<file path="src/rtl/bcd_mod_counter.sv">
// Cascadable BCD modulo-MOD counter (BASE..BASE+MOD-1) with load, adjust and carry/borrow; dout/err one cycle, co/bo same cycle.
// No backpressure: one action per edge (reset > ld > adj > en); BCD_COUNTER_DOWN_EN enables dir-controlled down-counting and bo.
module bcd_mod_counter #(
  parameter int DIGITS = 2,
  parameter int MOD    = 60,
  parameter int BASE   = 0
) (
  input  logic                  clk,
  input  logic                  rst_n,
  input  logic                  en,
  input  logic                  adj,
  input  logic                  ld,
  input  logic [4*DIGITS-1:0]   din,
  input  logic                  dir,
  output logic [4*DIGITS-1:0]   dout,
  output logic                  co,
  output logic                  bo,
  output logic                  err
);

  localparam int W   = 4 * DIGITS;
  localparam int TOP = BASE + MOD - 1;

  function automatic int pow10(input int n);
    int r;
    r = 1;
    for (int i = 0; i < n; i++) r = r * 10;
    return r;
  endfunction

  function automatic logic [W-1:0] to_bcd(input int v);
    logic [W-1:0] r;
    int           t;
    r = '0;
    t = v;
    for (int i = 0; i < DIGITS; i++) begin
      r[4*i +: 4] = 4'(t % 10);
      t           = t / 10;
    end
    return r;
  endfunction

  localparam logic [W-1:0] BASE_BCD = to_bcd(BASE);
  localparam logic [W-1:0] TOP_BCD  = to_bcd(TOP);

  generate
    if (DIGITS < 1 || DIGITS > 4) begin : g_bad_digits
      $error("bcd_mod_counter: DIGITS must be 1..4");
    end
    if (MOD < 2) begin : g_bad_mod
      $error("bcd_mod_counter: MOD must be >= 2");
    end
    if (BASE < 0 || BASE + MOD > pow10(DIGITS)) begin : g_bad_range
      $error("bcd_mod_counter: BASE+MOD exceeds the BCD digit range");
    end
  endgenerate

  // Ripple increment: a digit at 9 rolls to 0 and passes the carry upward.
  function automatic logic [W-1:0] bcd_inc(input logic [W-1:0] v);
    logic [W-1:0] r;
    logic         c;
    r = v;
    c = 1'b1;
    for (int i = 0; i < DIGITS; i++) begin
      if (c) begin
        if (v[4*i +: 4] == 4'd9) begin
          r[4*i +: 4] = 4'd0;
        end else begin
          r[4*i +: 4] = v[4*i +: 4] + 4'd1;
          c           = 1'b0;
        end
      end
    end
    return r;
  endfunction

`ifdef BCD_COUNTER_DOWN_EN
  function automatic logic [W-1:0] bcd_dec(input logic [W-1:0] v);
    logic [W-1:0] r;
    logic         b;
    r = v;
    b = 1'b1;
    for (int i = 0; i < DIGITS; i++) begin
      if (b) begin
        if (v[4*i +: 4] == 4'd0) begin
          r[4*i +: 4] = 4'd9;
        end else begin
          r[4*i +: 4] = v[4*i +: 4] - 4'd1;
          b           = 1'b0;
        end
      end
    end
    return r;
  endfunction
`endif

  logic [W-1:0] cnt_q, cnt_d;
  logic         err_q, err_d;
  logic         up;
  logic         at_top;
  logic         din_digits_ok;
  logic         din_lo_ok;
  logic         din_hi_ok;
  logic         din_ok;
  logic         cnt_step;

`ifdef BCD_COUNTER_DOWN_EN
  logic         at_base;
  assign up      = dir;
  assign at_base = (cnt_q == BASE_BCD);
`else
  logic         unused_dir;
  assign up         = 1'b1;
  assign unused_dir = dir;
`endif

  assign at_top   = (cnt_q == TOP_BCD);
  assign cnt_step = en & ~ld & ~adj;

  always_comb begin
    din_digits_ok = 1'b1;
    for (int i = 0; i < DIGITS; i++) begin
      if (din[4*i +: 4] > 4'd9) din_digits_ok = 1'b0;
    end
  end

  // Packed BCD orders like the number it encodes once every digit is legal.
  generate
    if (BASE == 0) begin : g_lo_zero
      assign din_lo_ok = 1'b1;
    end else begin : g_lo_cmp
      assign din_lo_ok = (din >= BASE_BCD);
    end
  endgenerate

  assign din_hi_ok = (din <= TOP_BCD);
  assign din_ok    = din_digits_ok & din_lo_ok & din_hi_ok;

  always_comb begin
    cnt_d = cnt_q;
    err_d = err_q;
    if (ld) begin
      if (din_ok) begin
        cnt_d = din;
        err_d = 1'b0;
      end else begin
        err_d = 1'b1;
      end
    end else if (adj || en) begin
      if (up) begin
        cnt_d = at_top ? BASE_BCD : bcd_inc(cnt_q);
      end else begin
`ifdef BCD_COUNTER_DOWN_EN
        cnt_d = at_base ? TOP_BCD : bcd_dec(cnt_q);
`else
        cnt_d = cnt_q;
`endif
      end
    end
  end

  always_ff @(posedge clk) begin
    if (!rst_n) begin
      cnt_q <= BASE_BCD;
      err_q <= 1'b0;
    end else begin
      cnt_q <= cnt_d;
      err_q <= err_d;
    end
  end

  assign dout = cnt_q;
  assign err  = err_q;
  assign co   = rst_n & cnt_step & up & at_top;

`ifdef BCD_COUNTER_DOWN_EN
  assign bo   = rst_n & cnt_step & ~up & at_base;
`else
  assign bo   = 1'b0;
`endif

endmodule

</file>
<file path="config.mk">
export PLATFORM = sky130hd
export DESIGN_NAME = bcd_mod_counter
export DESIGN_NICKNAME = d
export VERILOG_FILES = /design/src/rtl/bcd_mod_counter.sv
export SDC_FILE = /design/constraint.sdc
export NUM_CORES = 1
export LEC_CHECK = 0
export BUFFER_PORTS_ARGS = -buffer_cell sky130_fd_sc_hd__buf_4
export CAP_MARGIN = 20
export CORE_MARGIN = 3
export CORE_UTILIZATION = 38
export DETAILED_ROUTE_END_ITERATION = 8
export SETUP_SLACK_MARGIN = 0.1
export SLEW_MARGIN = 20
export SYNTH_ARGS = -nofsm -noshare
export SYNTH_HDL_FRONTEND = slang
export SYNTH_SLANG_ARGS = --single-unit
export TNS_END_PERCENT = 10
</file>
<file path="constraint.sdc">
create_clock -name clk -period 4.6 [get_ports clk]
set_input_delay 0.69 -clock clk [delete_from_list [all_inputs] [get_ports clk]]
set_output_delay 0.69 -clock clk [all_outputs]
set_load 0.02 [all_outputs]
</file>
Word-level counts from Yosys, hierarchy flattened
Index checks and enable logic that the tools add are counted.
Storage, ports and cells
  output and inout port bits: 11
  memories kept: 0
  bits in registers: 9
  bits in read-only memories: 0
  logic and storage cells: 37
  bits of input ports: 14
  latch bits: 0
  memory bits (writable): 0
Cells by class
  muxes and demuxes: 13
  shift operators: 0
  equality and inequality tests: 4
  order comparisons: 3
  reduce and logical (&&, ||, !) cells: 5
  divide/modulo/power cells: 0
  bitwise logic cells: 7
  add/sub/neg operators: 2
  multiply operators: 0
Operators with widths (number)
  $mux W8: 4
  $mux W4: 3
  $add A4 B1 Y4 const B: 2
  $eq A4 B4 Y1 const B: 2
  $eq A8 B7 Y1 const B: 1
  $gt A4 B4 Y1 const B: 2
  $le A8 B7 Y1 const B: 1
  $mux W1: 6
  $and A1 B1 Y1: 5
  $reduce_and A3 Y1: 1
  $reduce_bool A3 Y1: 1
  $ne A2 B1 Y1 const B: 1
  $not A1 Y1: 2
  $reduce_and A2 Y1: 1
  $reduce_bool A2 Y1: 1
  $logic_or A1 B1 Y1: 1

Logic depth before layout (Yosys ltp)
Gate-level depths: netlist (run 1).
  word-level depth: 8
  depth in mapped cells: 7
  mapped depth without buffers: 6

Worst setup path after synthesis (run 1)
No wires, ideal clock.
  path kind: register to output
  start: register cnt_q[0], in the netlist dout[0]
  end: output port co
  data arrival time: 1.814 ns
  path buffers: 1
  path slack: 2.096 ns
  cell stages (with the launch flop): 6
  data required time: 3.910 ns
  path through: dfxtp_1 ha_1 and3b_1 buf_6 nand3_1 nor4b_1
On the way
  longest elaborated chain between the ends: 2
Ends and longest elaborated chain
  from (decl): line 97  | logic [W-1:0] cnt_q, cnt_d;
  from (signal assigned): line 167  | cnt_q <= cnt_d;
  $eq A8 B7 Y1: line 117  | assign at_top = (cnt_q == TOP_BCD);
  $and A1 B1 Y1: line 174  | assign co = rst_n & cnt_step & up & at_top;
  to (decl): line 16  | output logic co,
No other way between the ends.

Worst setup path after layout (run 1)
Same ends and word-level chain as after synthesis.

==> flow_summary.yaml, run 1 <==
clocking:
  cts_max_path_buffers: 2
  postCtsSetupBuffers: 0
  cts_made_buffers: 3
  ctsHoldBuffers: 0
  clk_latency_ns: 0.26
  post_cts_resized: 0
  root_buffer: "clkbuf_4"
  clkSlewWorstSetupHoldPaths_ns: 0.06
  clock-sinks: 9
  cts_tree: "yes"
  htreeDepth: 1
hold_path:
  hold_path_class: "reg -> reg"
  min_path_cells: 2
  worstHoldStart: "dout[3]"
  hold_path_end: "dout[3]"
timing:
  period_share_pct: 53.66
  setup_viol: 0
  slew_viol_final: 0
  tns_ns: 0
  final.setup_skew_ns: 0.005937
  finalHoldViolations: 0
  grt_setup_unrepaired: "false"
  max_freq_ghz: 0.4051
  fin_crit_ns: 2.468
critical_path:
  cp_top_family: "simple AND/OR/NAND/NOR gates"
  r2r_cells: 6
  worstPathCellList: "ha_1 -> and3b_1 -> nand3_1 -> nor4b_1 -> buf_4"
  cp.required_ns: 3.91
  slowest_stage: "dfxtp_1"
  cp_max_fo: 8
  crit_type: "reg -> out"
  end_kind: "output pin"
  crit_arrival_ns: 1.78
  reg2reg_slack_ns: 2.81
  worst_path_largest_cell_delay_ns: 0.41
  path_buf_inv: 1
  regToRegStartpoint: "dout[1]"
  reg2reg_to: "dout[6]"
  critPathLaunchType: "flip-flop"
finish:
  finalNetCount: 117
  area_delta_synth_final_pct: 28.18
  antenna_cells: 0
  drive_gt1_share_pct: 29.59
routing:
  drc: 0
  wirelength_um: 1507
  via_per_inst: 5.807
  ant_nets: 0
  wl_per_cell_um: 13.22
  route.vias.total: 662
  dr.pass1.iters: 4
  drtIter0Drc: 15
floorplan:
  dieWidth_um: 47.02
  die_area_um2: 2211
  die_y_um: 47.02
  core_um2: 1541
  start_util_pct: 41.48
  io_pins: 25
  row_count: 14
logic_synthesis:
  synth_top_flop_cell: "dfxtp_1"
  synth-adder-area-share_pct: 7.828
  ys_seq_area_share_pct: 28.18
  synth.area.mux_share_pct: 2.348
  synth-xor-area-share_pct: 0
  synth_top_family_by_area: "compound AO/OA/AOI/OAI gates"
  ys_types: 35
  yosys.area_share.simple_pct: 21.92
  synthesis.nets: 95
  avgSynthCellArea_um2: 8.303
  synth-edff-count: 0
  yosys_warnings: 0
  syn_area_um2: 639.4
  synth_largest_area_cell: "dfxtp_1"
  syn_inst: 77
  ys_async_sr_fraction_pct: 0
  ys_seq_elements: 9
  synth_top_area_share_pct: 28.18
  synth.area.top_cells: "dfxtp_1 (28%), ha_1 (7.8%), o21ai_0 (4.7%)"
  synth_compound_area_share_pct: 31.90
power:
  power.density_nw_per_um2: 246.0
  p_total_uw: 201.6
  combPwrFrac_pct: 25.5
  p_clk_share_pct: 30.1
  power.share.sequential_pct: 44.5
  switching_share_pct: 29.58
  ir_worst_vdd_mv: 0.2394
  p_leak_nw: 0.3810
  p_sw_uw: 59.63
  internal-power_uw: 142.0
global_route:
  grtUsageTotal_pct: 14.62
  antenna_found_initial: 0
  grt_pass1_wl_um: 2311
  grt_pass1_vias: 526
  grt_remaining_overflow: 0
  grt_max_degree: 21
place:
  io_buffers: 22
  globalplace.congestion: 0.7968
  place_hpwl_um: 1120
run:
  cap_violations: 0
run_status:
  outcome: "finished clean"
==> worst reg2reg max path, cell delays in order (launching register included) <==
cell	delay, ns
dfxtp_1	0.39
inv_1	0.06
ha_1	0.19
and3b_1	0.25
a32o_2	0.32
mux2_4	0.31
a22o_1	0.17
==> layer usage <==
metal	part of all wire [%]	track usage, %	wire [um]
met1	45	20.92	678
met2	45	20.60	683
met5	0	0	0
met3	8.7	5.747	131
met4	0.93	3.315	14
==> power by group through the flow <==
stage	combinational [mW]	clock [mW]	sequential, mW
3_5_place_dp	0.0514	0	0.0915
4_1_cts	0.0517	0.0639	0.0897
3_3_place_gp	0.0508	0	0.0913
5_1_grt	0.0568	0.0663	0.0906
2_1_floorplan	0.0258	0	0.0965
6_report	0.0514	0.0606	0.0897
==> synth_stat cells (2+ instances only) <==
library cell and number:
a2111oi_0 2, a21oi_1 4, a22o_1 2, a31oi_1 2, and3_1 2, and3b_1 3
clkbuf_1 2, dfxtp_1 9, ha_1 4, inv_1 4, nand2_1 7, nand2b_1 2
nand3_1 3, nor2_1 2, o211a_1 2, o21ai_0 6, o22ai_1 2, o311ai_0 2
==> worst max-delay path by stage <==
stage             from  to  slack [ns]  cells past startpoint
6_report       dout[0]  co        2.13                      5
5_1_grt        dout[0]  co        2.01                      5
4_1_cts        dout[0]  co        2.10                      5
3_5_place_dp   dout[0]  co        2.39                      5
3_3_place_gp        ld  co        2.40                      4
2_1_floorplan  dout[0]  co        2.10                      5
==> flip-flops by register name, summed over array words and instances, names as in the netlist <==
register and cells:
err 1, dout 8
==> layout make-up <==
class,count,area [um^2]
Fill cell,179,721.9
Timing Repair Buffer,22,165.2
Inverter,4,15.01
Multi-Input combinational cell,59,412.9
Clock buffer,4,26.28
Sequential cell,9,180.2
Tap cell,16,20.02
==> per-stage QoR <==
stage          cell area, um^2  util [%]  instances  setup WS [ns]  hold WS, ns
3_3_place_gp             793.3     51.46        110          2.403       0.5002
5_1_grt                  819.5     53.17        114          2.005       0.5390
3_5_place_dp             793.3     51.46        110          2.390       0.5042
6_report                 819.5     53.17        114          2.132       0.5144
2_1_floorplan            639.4         -         77          2.096       0.5543
4_1_cts                  819.5     53.17        114          2.102       0.5142
==> cell usage in the layout (no fill, tap or decap), types with 3 or more instances in the layout <==
master / instances
nand2_1: 7
nand3_1: 3
o21ai_0: 6
clkbuf_4: 3
buf_4: 22
ha_1: 4
a21oi_1: 4
and3b_1: 3
inv_1: 4
dfxtp_1: 9
==> logic make-up after synthesis <==
logic type | Yosys count
AO/OA/AOI/OAI | 28
AND/OR/NAND/NOR | 25
buffers and inverters | 9
flip-flops | 9
adder cells (fa/ha/maj) | 4
multiplexers | 1
other | 1
Note: power is estimated with default switching activity, not from simulation.
==> run 2: changes to the inputs <==
--- a/config.mk
+++ b/config.mk
@@ -5,6 +5,7 @@
 export SDC_FILE = /design/constraint.sdc
 export NUM_CORES = 1
 export LEC_CHECK = 0
+export ABC_AREA = 1
 export BUFFER_PORTS_ARGS = -buffer_cell sky130_fd_sc_hd__buf_4
 export CAP_MARGIN = 20
 export CORE_MARGIN = 3
==> constraint.sdc (replaced) <==
create_clock -name clk -period 2.5 [get_ports clk]
set_input_delay 0.375 -clock clk [delete_from_list [all_inputs] [get_ports clk]]
set_output_delay 0.375 -clock clk [all_outputs]
set_load 0.02 [all_outputs]
==> flow_summary.yaml, run 2 <==
floorplan:
  core_um2: 1577
  row_count: 14
  io_pins: 25
  start_util_pct: 42.14
  dieWidth_um: 47.82
  die_area_um2: 2286
  die_y_um: 47.82
finish:
  final_cell_mix: "nor2_1 (25), buf_4 (22), nand2_1 (20), inv_1 (9), dfxtp_1 (9)"
  drive_gt1_share_pct: 26.61
  antenna_cells: 0
  final_common_cell: "nor2_1"
  finalNetCount: 143
  area_delta_synth_final_pct: 27.31
  largest_reg_flops: 8
  final_core_util_pct: 53.65
power:
  p_sw_uw: 141.2
  power.share.sequential_pct: 41.9
  switching_share_pct: 34.14
  internal-power_uw: 272.4
  p_clk_share_pct: 28.0
  p_leak_nw: 0.4392
  ir_worst_vdd_mv: 0.2367
  power.density_nw_per_um2: 488.9
  combPwrFrac_pct: 30.1
clocking:
  root_buffer: "clkbuf_4"
  cts_made_buffers: 3
  htreeDepth: 1
  cts_tree: "yes"
  clk_latency_ns: 0.26
  postCtsSetupBuffers: 0
  ctsHoldBuffers: 0
  clock-sinks: 9
  clkSlewWorstSetupHoldPaths_ns: 0.06
  cts_max_path_buffers: 2
  post_cts_resized: 0
critical_path:
  cp_max_fo: 6
  crit_arrival_ns: 1.44
  reg2reg_to: "dout[6]"
  crit_type: "reg -> out"
  r2r_cells: 8
  critPathLaunchType: "flip-flop"
  regToRegStartpoint: "dout[0]"
  cp.required_ns: 2.12
  reg2reg_slack_ns: 1.15
  end_kind: "output pin"
logic_synthesis:
  synth.area.top_cells: "dfxtp_1 (27%), nor2_1 (14%), nand2_1 (11%)"
  avgSynthCellArea_um2: 6.578
  syn_area_um2: 664.4
  ys_async_sr_fraction_pct: 0
  ys_seq_elements: 9
  yosys_warnings: 0
  ys_seq_area_share_pct: 27.12
  synth_largest_area_cell: "dfxtp_1"
  synth_top_flop_cell: "dfxtp_1"
  synth-edff-count: 0
  synthesis.nets: 119
  synth_top_area_share_pct: 27.12
  synth_commonest_cells: "nor2_1 (25), nand2_1 (20), dfxtp_1 (9), inv_1 (9), nand3_1 (8)"
  ys_types: 20
  syn_inst: 101
  synth.most_common_cell: "nor2_1"
timing:
  slew_viol_final: 0
  setup_viol: 0
  finalHoldViolations: 0
  period_share_pct: 72.43
  max_freq_ghz: 0.5522
  fin_crit_ns: 1.811
  fin_ws_ns: 0.6892
  tns_ns: 0
  grt_setup_unrepaired: "false"
  final.setup_skew_ns: 0.0002648
routing:
  dr.pass1.iters: 4
  top_layer: "met4"
  via_per_inst: 4.793
  wirelength_um: 1504
  dr_wl_met3_um: 92
  wl_met1_um: 688
  wl_per_cell_um: 10.74
  drc: 0
  dr_wl_met2_um: 714
  drtIter0Drc: 10
  route.vias.total: 671
  ant_nets: 0
place:
  place_hpwl_um: 1183
  io_buffers: 22
  globalplace.congestion: 0.7473
  pre_cts_ws_ns: 0.9485
global_route:
  antenna_found_initial: 0
  grtUsageTotal_pct: 15.75
  grt_pass1_vias: 602
  grt_max_degree: 12
  grt_remaining_overflow: 0
  grt_pass1_wl_um: 2539
run_status:
  outcome: "finished clean"
hold_path:
  hold_path_class: "in -> reg"
  worstHoldStart: "rst_n"
  hold_path_end: "dout[5]"
  min_path_cells: 3
run:
  cap_violations: 0
[run 2: cell type report]
cell class,instances,area [um^2]
Fill cell,165,730.7
Clock buffer,4,26.28
Inverter,10,40.04
Multi-Input combinational cell,79,414.1
Timing Repair Buffer,22,165.2
Sequential cell,9,180.2
Tap cell,16,20.02
[run 2: metrics by stage]
| stage | instances | power (mW) | hold slack [ns] | instance area (um^2) |
|---|---|---|---|---|
| 6_report | 140 | 0.4135 | 0.4056 | 845.8 |
| 5_1_grt | 140 | 0.4447 | 0.4010 | 845.8 |
| 4_1_cts | 140 | 0.4192 | 0.3994 | 845.8 |
| 3_5_place_dp | 136 | 0.3029 | 0.5381 | 819.5 |
| 3_3_place_gp | 136 | 0.3004 | 0.5261 | 819.5 |
| 2_1_floorplan | 101 | 0.2564 | 0.5917 | 664.4 |
[run 2: how the worst max path moves through the flow]
stage | start | to | slack (ns) | depth (start not counted)
6_report | dout[0] | co | 0.69 | 6
4_1_cts | dout[0] | co | 0.65 | 6
3_5_place_dp | dout[0] | co | 0.95 | 6
5_1_grt | dout[0] | co | 0.55 | 6
3_3_place_gp | dout[0] | co | 0.97 | 6
2_1_floorplan | dout[0] | co | 0.86 | 5
[run 2: layer usage]
| layer | global-route usage, % | vias up |
|---|---|---|
| li1 | - | 357 |
| met1 | 20.67 | 295 |
| met3 | 3.759 | 2 |
| met2 | 24.54 | 17 |
| met5 | 0 | - |
| met4 | 6.452 | 0 |
[run 2: power by group through the flow]
stage | combinational, mW | clock (mW) | sequential (mW)
finish | 0.125 | 0.116 | 0.173
global route | 0.141 | 0.127 | 0.176
CTS | 0.126 | 0.119 | 0.174
detailed placement | 0.126 | 0 | 0.177
global placement | 0.124 | 0 | 0.176
floorplan | 0.0673 | 0 | 0.189
[run 2: cell families after synthesis]
logic type	after synthesis	share of synthesized area (%)
buf+inv	13	10.55
fa+ha+maj	4	7.533
xor+xnor	4	5.274
simple gates	58	37.66
other cells	1	0.5644
flops	9	27.12
compound gates	12	11.30
[run 2: critical path, cell delays in order (launching register included)]
cell and delay [ns]:
dfxtp_1 0.42, ha_1 0.17, nand2_1 0.09, nor2_1 0.12
nand3_1 0.12, nor2_1 0.11, buf_4 0.14
